## src/rtl/cs_word_pipe.sv

```systemverilog
// Registered DEPTH-stage carrier for the microcode control word, from sequencer to datapath.
// Strobe bits fire once per word; held words show IDLE_WORD values on the strobe positions.
module cs_word_pipe #(
    parameter int                  CS_WIDTH    = 64,
    parameter int                  DEPTH       = 1,
    parameter logic [CS_WIDTH-1:0] IDLE_WORD   = 64'h0000_0001_0000_0010,
    parameter logic [CS_WIDTH-1:0] STROBE_MASK = 64'hC1D0_0703_3020_0010,
    parameter int                  HOLD_W      = 8
) (
    input  logic                clock,
    input  logic                reset,
    input  logic [CS_WIDTH-1:0] cs_in,
    input  logic                cs_in_valid,
    output logic                cs_in_ready,
    input  logic                stall,
    input  logic                flush,
    output logic [CS_WIDTH-1:0] cs_out,
    output logic                cs_out_valid,
    output logic                cs_out_fire,
    output logic [HOLD_W-1:0]   hold_count
);

    localparam logic [HOLD_W-1:0] HOLD_MAX = {HOLD_W{1'b1}};
    localparam logic [HOLD_W-1:0] HOLD_ONE = {{(HOLD_W-1){1'b0}}, 1'b1};

    generate
        if ((DEPTH < 32'sd1) || (DEPTH > 32'sd4)) begin : g_depth_check
            $fatal(1, "cs_word_pipe: DEPTH must be within 1..4");
        end
    endgenerate

    // Force every strobe position to its inactive (IDLE_WORD) level.
    function automatic logic [CS_WIDTH-1:0] suppress_strobes(input logic [CS_WIDTH-1:0] word);
        return (word & ~STROBE_MASK) | (IDLE_WORD & STROBE_MASK);
    endfunction

    // Saturating increment of the hold counter.
    function automatic logic [HOLD_W-1:0] hold_inc(input logic [HOLD_W-1:0] count);
        return (count == HOLD_MAX) ? HOLD_MAX : (count + HOLD_ONE);
    endfunction

    logic [DEPTH-1:0][CS_WIDTH-1:0] word_r;
    logic [DEPTH-1:0]               valid_r;
    logic [CS_WIDTH-1:0]            cs_out_r;
    logic [HOLD_W-1:0]              hold_count_r;

    logic                           advance_s;
    logic                           accept_s;
    logic [CS_WIDTH-1:0]            stage0_in_s;
    logic [DEPTH-1:0][CS_WIDTH-1:0] word_shift_s;
    logic [DEPTH-1:0]               valid_shift_s;
    logic [DEPTH-1:0]               valid_nxt_s;
    logic [HOLD_W-1:0]              hold_nxt_s;
    logic [CS_WIDTH-1:0]            out_nxt_s;

    assign advance_s   = !stall;
    assign cs_in_ready = !stall && !flush;
    assign accept_s    = cs_in_valid && cs_in_ready;
    // Stage 0 keeps its old word when nothing valid is offered.
    assign stage0_in_s = cs_in_valid ? cs_in : word_r[0];

    generate
        if (DEPTH == 32'sd1) begin : g_shift_single
            assign word_shift_s  = stage0_in_s;
            assign valid_shift_s = accept_s;
        end else begin : g_shift_multi
            assign word_shift_s  = {word_r[DEPTH-2:0], stage0_in_s};
            assign valid_shift_s = {valid_r[DEPTH-2:0], accept_s};
        end
    endgenerate

    // Next-state for valids, hold counter and the registered output word.
    always_comb begin
        valid_nxt_s = valid_r;
        hold_nxt_s  = hold_count_r;
        out_nxt_s   = cs_out_r;
        if (flush) begin
            valid_nxt_s = {DEPTH{1'b0}};
            hold_nxt_s  = {HOLD_W{1'b0}};
            out_nxt_s   = IDLE_WORD;
        end else if (advance_s) begin
            valid_nxt_s = valid_shift_s;
            hold_nxt_s  = {HOLD_W{1'b0}};
            if (valid_shift_s[DEPTH-1]) begin
                out_nxt_s = word_shift_s[DEPTH-1];
            end else begin
                out_nxt_s = IDLE_WORD;
            end
        end else if (valid_r[DEPTH-1]) begin
            // Stalled real word: from the second held cycle on, strobes go inactive.
            hold_nxt_s = hold_inc(hold_count_r);
            out_nxt_s  = suppress_strobes(word_r[DEPTH-1]);
        end else begin
            hold_nxt_s = {HOLD_W{1'b0}};
            out_nxt_s  = IDLE_WORD;
        end
    end

    // Control state and output word, cleared by synchronous reset.
    always_ff @(posedge clock) begin
        if (reset) begin
            valid_r      <= {DEPTH{1'b0}};
            hold_count_r <= {HOLD_W{1'b0}};
            cs_out_r     <= IDLE_WORD;
        end else begin
            valid_r      <= valid_nxt_s;
            hold_count_r <= hold_nxt_s;
            cs_out_r     <= out_nxt_s;
        end
    end

    // Word registers need no reset: invalid stages never reach cs_out.
    always_ff @(posedge clock) begin
        if (advance_s) begin
            word_r <= word_shift_s;
        end
    end

    assign cs_out       = cs_out_r;
    assign cs_out_valid = valid_r[DEPTH-1];
    assign cs_out_fire  = valid_r[DEPTH-1] && !stall;
    assign hold_count   = hold_count_r;

endmodule
```

## config.mk

```make
export PLATFORM = sky130hd
export DESIGN_NAME = cs_word_pipe
export DESIGN_NICKNAME = d
export VERILOG_FILES = /design/src/rtl/cs_word_pipe.sv
export SDC_FILE = /design/constraint.sdc
export NUM_CORES = 1
export LEC_CHECK = 0
export ABC_AREA = 1
export BUFFER_PORTS_ARGS = -buffer_cell sky130_fd_sc_hd__buf_2
export CAP_MARGIN = 20
export CORE_MARGIN = 4
export CORE_UTILIZATION = 35
export CTS_CLUSTER_SIZE = 25
export DETAILED_ROUTE_END_ITERATION = 16
export PLACE_DENSITY_LB_ADDON = 0.1
export SYNTH_ARGS = -nofsm -noshare
export SYNTH_HDL_FRONTEND = slang
export SYNTH_SLANG_ARGS = --single-unit
```

## constraint.sdc

```tcl
create_clock -name clock -period 2.3 [get_ports clock]
set_clock_uncertainty 0.05 [all_clocks]
set_input_delay 0.345 -clock clock [delete_from_list [all_inputs] [get_ports clock]]
set_output_delay 0.345 -clock clock [all_outputs]
set_load 0.05 [all_outputs]
```

==> qor.yml, run 1 <==
global_route:
  grt_pass1_vias: 3705
  grt_max_degree: 86
  track_usage_pct: 14.4
  gr-total-overflow: 0
  antenna_found_initial: 0
  grt_pass1_wl_mm: 18.6
timing:
  setup-violations-final: 0
  max_freq_mhz: 638
  worstMarginPinSlew_ns: 0.798
  timing.final.crit_share_pct: 68.1
  setup_tns_ns: 0
  slew_violations: 0
  rsz0062_at_grt: "no"
  slew_headroom_pct: 46.8
  hold_violations: 0
  setup_slack_ns: 0.733
  final.min_clock_period_ns: 1.57
worst_setup_path:
  required_ns: 1.90
  path_class: "register to output pin"
  timing.rr.start: "hold_count[0]"
  r2r_slack_ns: 1.00
  startpoint: "cs_out_valid"
  critPathLaunchType: "register"
  max_stage_delay_ns: 0.36
  cp_cell_sequence: "inv_1 > nor2_1 > buf_2"
  cp-end-kind: "output pin"
  cp_slowest_cell: "dfxtp_1"
  arrival_ns: 1.17
  crit_fanout: 3
  ff2ff_path_depth: 7
power_and_ir_drop:
  power_mw: 5.64
  clkPwrFrac_pct: 46.1
  pwr_density_cell_nw_per_um2: 853
  combPwrFrac_pct: 6.2
  p_seq_share_pct: 47.8
  switching_share_pct: 21.7
  p_int_mw: 4.42
  peakVddDrop_mv: 0.540
  leakagePower_nw: 2.96
  power.switching_mw: 1.23
cts:
  cts.repair.resized: 0
  post_cts_buffers: 0
  clkTransAtPathRegs_ns: 0.05
  htreeDepth: 4
  cts_made_buffers: 17
  insertion_delay_ns: 0.40
  cts_hold_buf: 0
  clock-root-buffer: "clkbuf_16"
  clockBufferDepth: 2
  cts.sinks: 137
  cts_tree: "built"
yosys:
  synthTopCellsByArea: "edfxtp_1, dfxtp_1, o21ai_0"
  ys_seq_area_share_pct: 65.1
  yosysTopAreaCellShare_pct: 37.0
  ys_warn_count: 0
  synth_cells: 525
  synth_nets: 595
  synth_top_area_cell: "edfxtp_1"
  synth.distinct_cells: 26
  ys_seq_elements: 137
  synth.avg_cell_area_sq_um: 9.90
  syn_area_sq_um: 5200
layout:
  fin_util_pct: 45.5
  drive_gt1_share_pct: 28.4
  layout_common_cells: "buf_2, nand2_1, inv_1, dfxtp_1, o21ai_0"
  fillers: 1450
  final_nets: 739
  final_common_cell: "buf_2"
  syn_to_final_growth_pct: 27.3
  stdcell_count: 866
  seq_area_sq_um: 3380
  multiInputGateArea_sq_um: 1380
  antenna_cells: 0
die:
  initial_core_util_pct: 35.8
  rows: 44
  die_w_um: 130
  dieArea_sq_um: 16900
  fp.dieH_um: 130
  io_pins: 144
  core_area_sq_um: 14500
detailed_routing:
  routed_wirelength_mm: 11.9
  dr.first_iter.drc_count: 274
  drt_first_pass_iters: 4
  drc: 0
  wl_per_cell_um: 13.7
  vias_per_cell: 4.50
  via_count: 3895
  drt.antenna.violating_nets: 0
hold_path:
  holdPathStages: 3
  min_from: "cs_in[23]"
  hp-class: "input port to register"
place:
  dpl.hpwl_mm: 7.84
  pre_cts_ws_ns: 0.520
  portBuffers: 143
  place_inst: 834
  gp_congestion: 0.757
outcome:
  status: "finished clean"
flow_run:
  maxCapViolCount: 0
path summary, 6_finish.rpt:
path	end
hold reg to reg	cs_out[5]
setup / recovery	cs_out_fire
setup reg to reg	hold_count[5]
hold / removal	cs_out[23]
final cells by class:
class | count | area share, %
inverters | 79 | 4.48
clock buffers | 22 | 7.01
repair buffers | 150 | 11.6
well taps | 184 | 3.48
flip-flops and latches | 137 | 51.1
multi-input cells | 284 | 20.8
clock inverters | 10 | 1.51
stage by stage:
stage | hold WS, ns | area (sq um)
2_1_floorplan | 0.391 | 5200
3_3_place_gp | 0.405 | 6050
3_5_place_dp | 0.412 | 6050
4_1_cts | 0.0884 | 6620
5_1_grt | 0.104 | 6620
6_report | 0.107 | 6620
cell families (layout without fill, tap and decap cells):
group           Yosys count  after routing  synth area share, %
fa+ha+maj                 1              1                0.241
xor+xnor                  2              2                0.337
flops                   137            137                 65.1
buf+inv                 104            261                 8.45
simple gates            161            161                 14.3
compound gates          120            120                 11.6
sequential cells by signal, summed over array words and instances (netlist names):
signal	count
cs_out_valid	1
cs_out	64
word_r	64
hold_count	8
Yosys cell counts:
library cell and count:
nor2_2 1, or2_2 10, o21ai_0 69, nor2_1 22
nand3_1 5, nand2_2 1, a21oi_1 5, or2_1 2
inv_1 77, edfxtp_1 64, ha_1 1, buf_6 4
nand3_2 1, xor2_1 1, nor3_1 1, o21ai_1 45
inv_2 2, clkbuf_1 6, or2_0 31, nor3_4 1
a31oi_1 1, nand2_1 86, xnor2_1 1, dfxtp_1 73
clkbuf_2 3, buf_2 12
worst max-delay path, delay by kind of cell, from the launching register on:
kind	cells	cell delay (ns)
buffers and inverters	2	0.33
flip-flops	1	0.36
AND/OR/NAND/NOR	1	0.07
metal layers:
layer | track usage [%] | up-vias | routed length (um)
li1 | - | 1977 | -
met1 | 17.8 | 1799 | 5220
met2 | 23.2 | 110 | 5590
met3 | 5.85 | 9 | 934
met4 | 4.65 | 0 | 155
met5 | 0 | - | 0
power by group through the flow:
| stage | registers (mW) | logic (mW) | clock network (mW) |
|---|---|---|---|
| 6_report | 2.70 | 0.347 | 2.60 |
| 5_1_grt | 2.70 | 0.393 | 2.79 |
| 4_1_cts | 2.70 | 0.353 | 2.67 |
| 3_5_place_dp | 2.75 | 0.352 | 0 |
| 3_3_place_gp | 2.75 | 0.347 | 0 |
| 2_1_floorplan | 2.80 | 0.168 | 0 |
Power figures use the tool's default switching activity.
==> inputs of run 2 (changes only) <==
- clock period: 2.3 -> 1.4 ns (I/O delays scaled with it)
==> qor.yml, run 2 (synthesis results as in run 1) <==
cts:
  cts_tree: "built"
  cts_made_buffers: 17  # unchanged
  cts.sinks: 137  # unchanged
  post_cts_buffers: 0  # unchanged
  clock-root-buffer: "clkbuf_16"
  htreeDepth: 4  # unchanged
  insertion_delay_ns: 0.40  # about the same
  clkTransAtPathRegs_ns: 0.05  # about the same
  clockBufferDepth: 2  # unchanged
worst_setup_path:
  ff2ff_path_depth: 7  # unchanged
  cp.depth: 1  # -2
  cpLargestDelayFamily: "flip-flops"
  timing.rr.start: "hold_count[0]"
  r2r_slack_ns: 0.17  # -0.83 ns
  cp_slowest_cell: "dfxtp_1"
  cp-end-kind: "output pin"
  critPathLaunchType: "register"
  crit_buf_inv: 1  # -1
  rr_endpoint: "hold_count[5]"
  max_stage_delay_ns: 0.39  # +0.03 ns
  path_class: "register to output pin"
  crit_fanout: 5  # +2
  cp_cell_sequence: "buf_2"
  required_ns: 1.14  # -0.76 ns
  arrival_ns: 1.09  # -0.08 ns
detailed_routing:
  dr.first_iter.drc_count: 241  # -12%
  routed_wirelength_mm: 12.3  # +3.2%
  drt_first_pass_iters: 4  # unchanged
  wl_per_cell_um: 13.9  # +0.86%
  via_count: 4016  # +3.1%
  vias_per_cell: 4.53  # +0.78%
  drc: 0  # unchanged
  drt.antenna.violating_nets: 0  # unchanged
global_route:
  grt_max_degree: 86  # unchanged
  grt_pass1_wl_mm: 19.5  # +4.6%
  gr-total-overflow: 0  # unchanged
  antenna_found_initial: 0  # unchanged
  grt_pass1_vias: 3930  # +6.1%
  track_usage_pct: 15.0  # +0.56 points
hold_path:
  min_from: "cs_in[2]"
  hp-class: "input port to register"
  min_to: "cs_out[2]"
  holdPathStages: 3  # unchanged
timing:
  slew_headroom_pct: 73.0  # +26 points
  final.min_clock_period_ns: 1.35
  max_freq_mhz: 743
  timing.final.crit_share_pct: 96.1
  worstMarginPinSlew_ns: 0.405  # -0.393 ns
  setup-violations-final: 0  # unchanged
  setup_slack_ns: 0.0539  # -0.679 ns
  hold_violations: 0  # unchanged
  rsz0062_at_grt: "no"
  hold_ws_ns: 0.0219  # -0.0854 ns
  slew_violations: 0  # unchanged
place:
  portBuffers: 143  # unchanged
  gp_congestion: 0.740  # -2.4%
  dpl.hpwl_mm: 8.12  # +3.6%
  place_inst: 838  # +0.48%
  pre_cts_ws_ns: -0.0305  # -0.551 ns
  dpl_cell_area_sq_um: 6160  # +1.8%
layout:
  layout_common_cells: "buf_2, nand2_1, inv_1, o21ai_0, dfxtp_1"
  antenna_cells: 0  # unchanged
  stdcell_count: 886  # +2.3%
  fillers: 1452  # +0.14%
  final_nets: 759  # +2.7%
  drive_gt1_share_pct: 28.5  # +0.044 points
  final_common_cell: "buf_2"
  syn_to_final_growth_pct: 32.3
  finalInstanceArea_sq_um: 6880  # +3.9%
die:
  core_area_sq_um: 14500  # unchanged
  initial_core_util_pct: 35.8  # unchanged
  dieArea_sq_um: 16900  # unchanged
  io_pins: 144  # unchanged
  die_w_um: 130  # unchanged
  fp.dieH_um: 130  # unchanged
  rows: 44  # unchanged
power_and_ir_drop:
  peakVddDrop_mv: 0.761  # +41%
  leakagePower_nw: 3.05  # +3.1%
  pwr_density_cell_nw_per_um2: 1330  # +55%
  power_mw: 9.11  # +61%
outcome:
  status: "finished clean"
flow_run:
  maxCapViolCount: 0  # unchanged
-- run 2: cell count changes in the layout (fill, tap and decap cells not counted), sizes merged --
cell / change
inv: -1
clkinv: -5
clkbuf: +9
buf: +3
bufinv: -2
dlygate4sd3: +16
-- run 2: how the worst max path moves through the flow --
stage,to,slack [ns],from
2_1_floorplan,word_r[0],-0.13,stall
3_3_place_gp,cs_out[14],-0.04,stall
3_5_place_dp,cs_out[2],-0.03,stall
4_1_cts,cs_out_fire,0.01,cs_out_valid
5_1_grt,hold_count[6],0.002,hold_count[6]
6_report,hold_count[6],0.05,hold_count[6]
-- run 2: final cells by class --
type | count | area, sq um | area share (%)
sequential | 137 | 3390 | 49.3
multi-input combinational | 284 | 1390 | 20.1
timing repair buffer | 170 | 1030 | 15.0
clock buffer | 30 | 526 | 7.64
inverter | 79 | 300 | 4.37
tap | 184 | 230 | 3.35
clock inverter | 2 | 10.0 | 0.146
-- run 2: routing by layer --
| layer | global-route usage (%) | up-vias | part of all wire, % |
|---|---|---|---|
| met5 | 0 | - | 0 |
| met4 | 5.87 | 0 | 1.4 |
| met3 | 4.46 | 14 | 6.2 |
| met2 | 24.8 | 109 | 48 |
| met1 | 18.4 | 1869 | 44 |
| li1 | - | 2024 | - |
-- run 2: stage by stage --
step / TNS [ns] / util [%]
floorplan: -8.54 / -
global placement: -0.116 / 42.4
detailed placement: -0.0436 / 42.4
CTS: 0 / 47.2
global route: 0 / 47.3
finish: 0 / 47.3
-- run 2: what timing repair did --
item | in CTS | in global routing
gates resized for setup | 2 | 5
endpoints found under the setup margin | 1 | 4
hold buffers | 16 | 0
hold endpoints to repair | 16 | 0
-- run 2: power breakdown --
| group | internal, mW | leakage [nW] | switching, mW |
|---|---|---|---|
| Sequential | 4.38 | 1.21 | 0.0499 |
| Clock | 2.51 | 0.262 | 1.54 |
| Combinational | 0.237 | 1.57 | 0.398 |
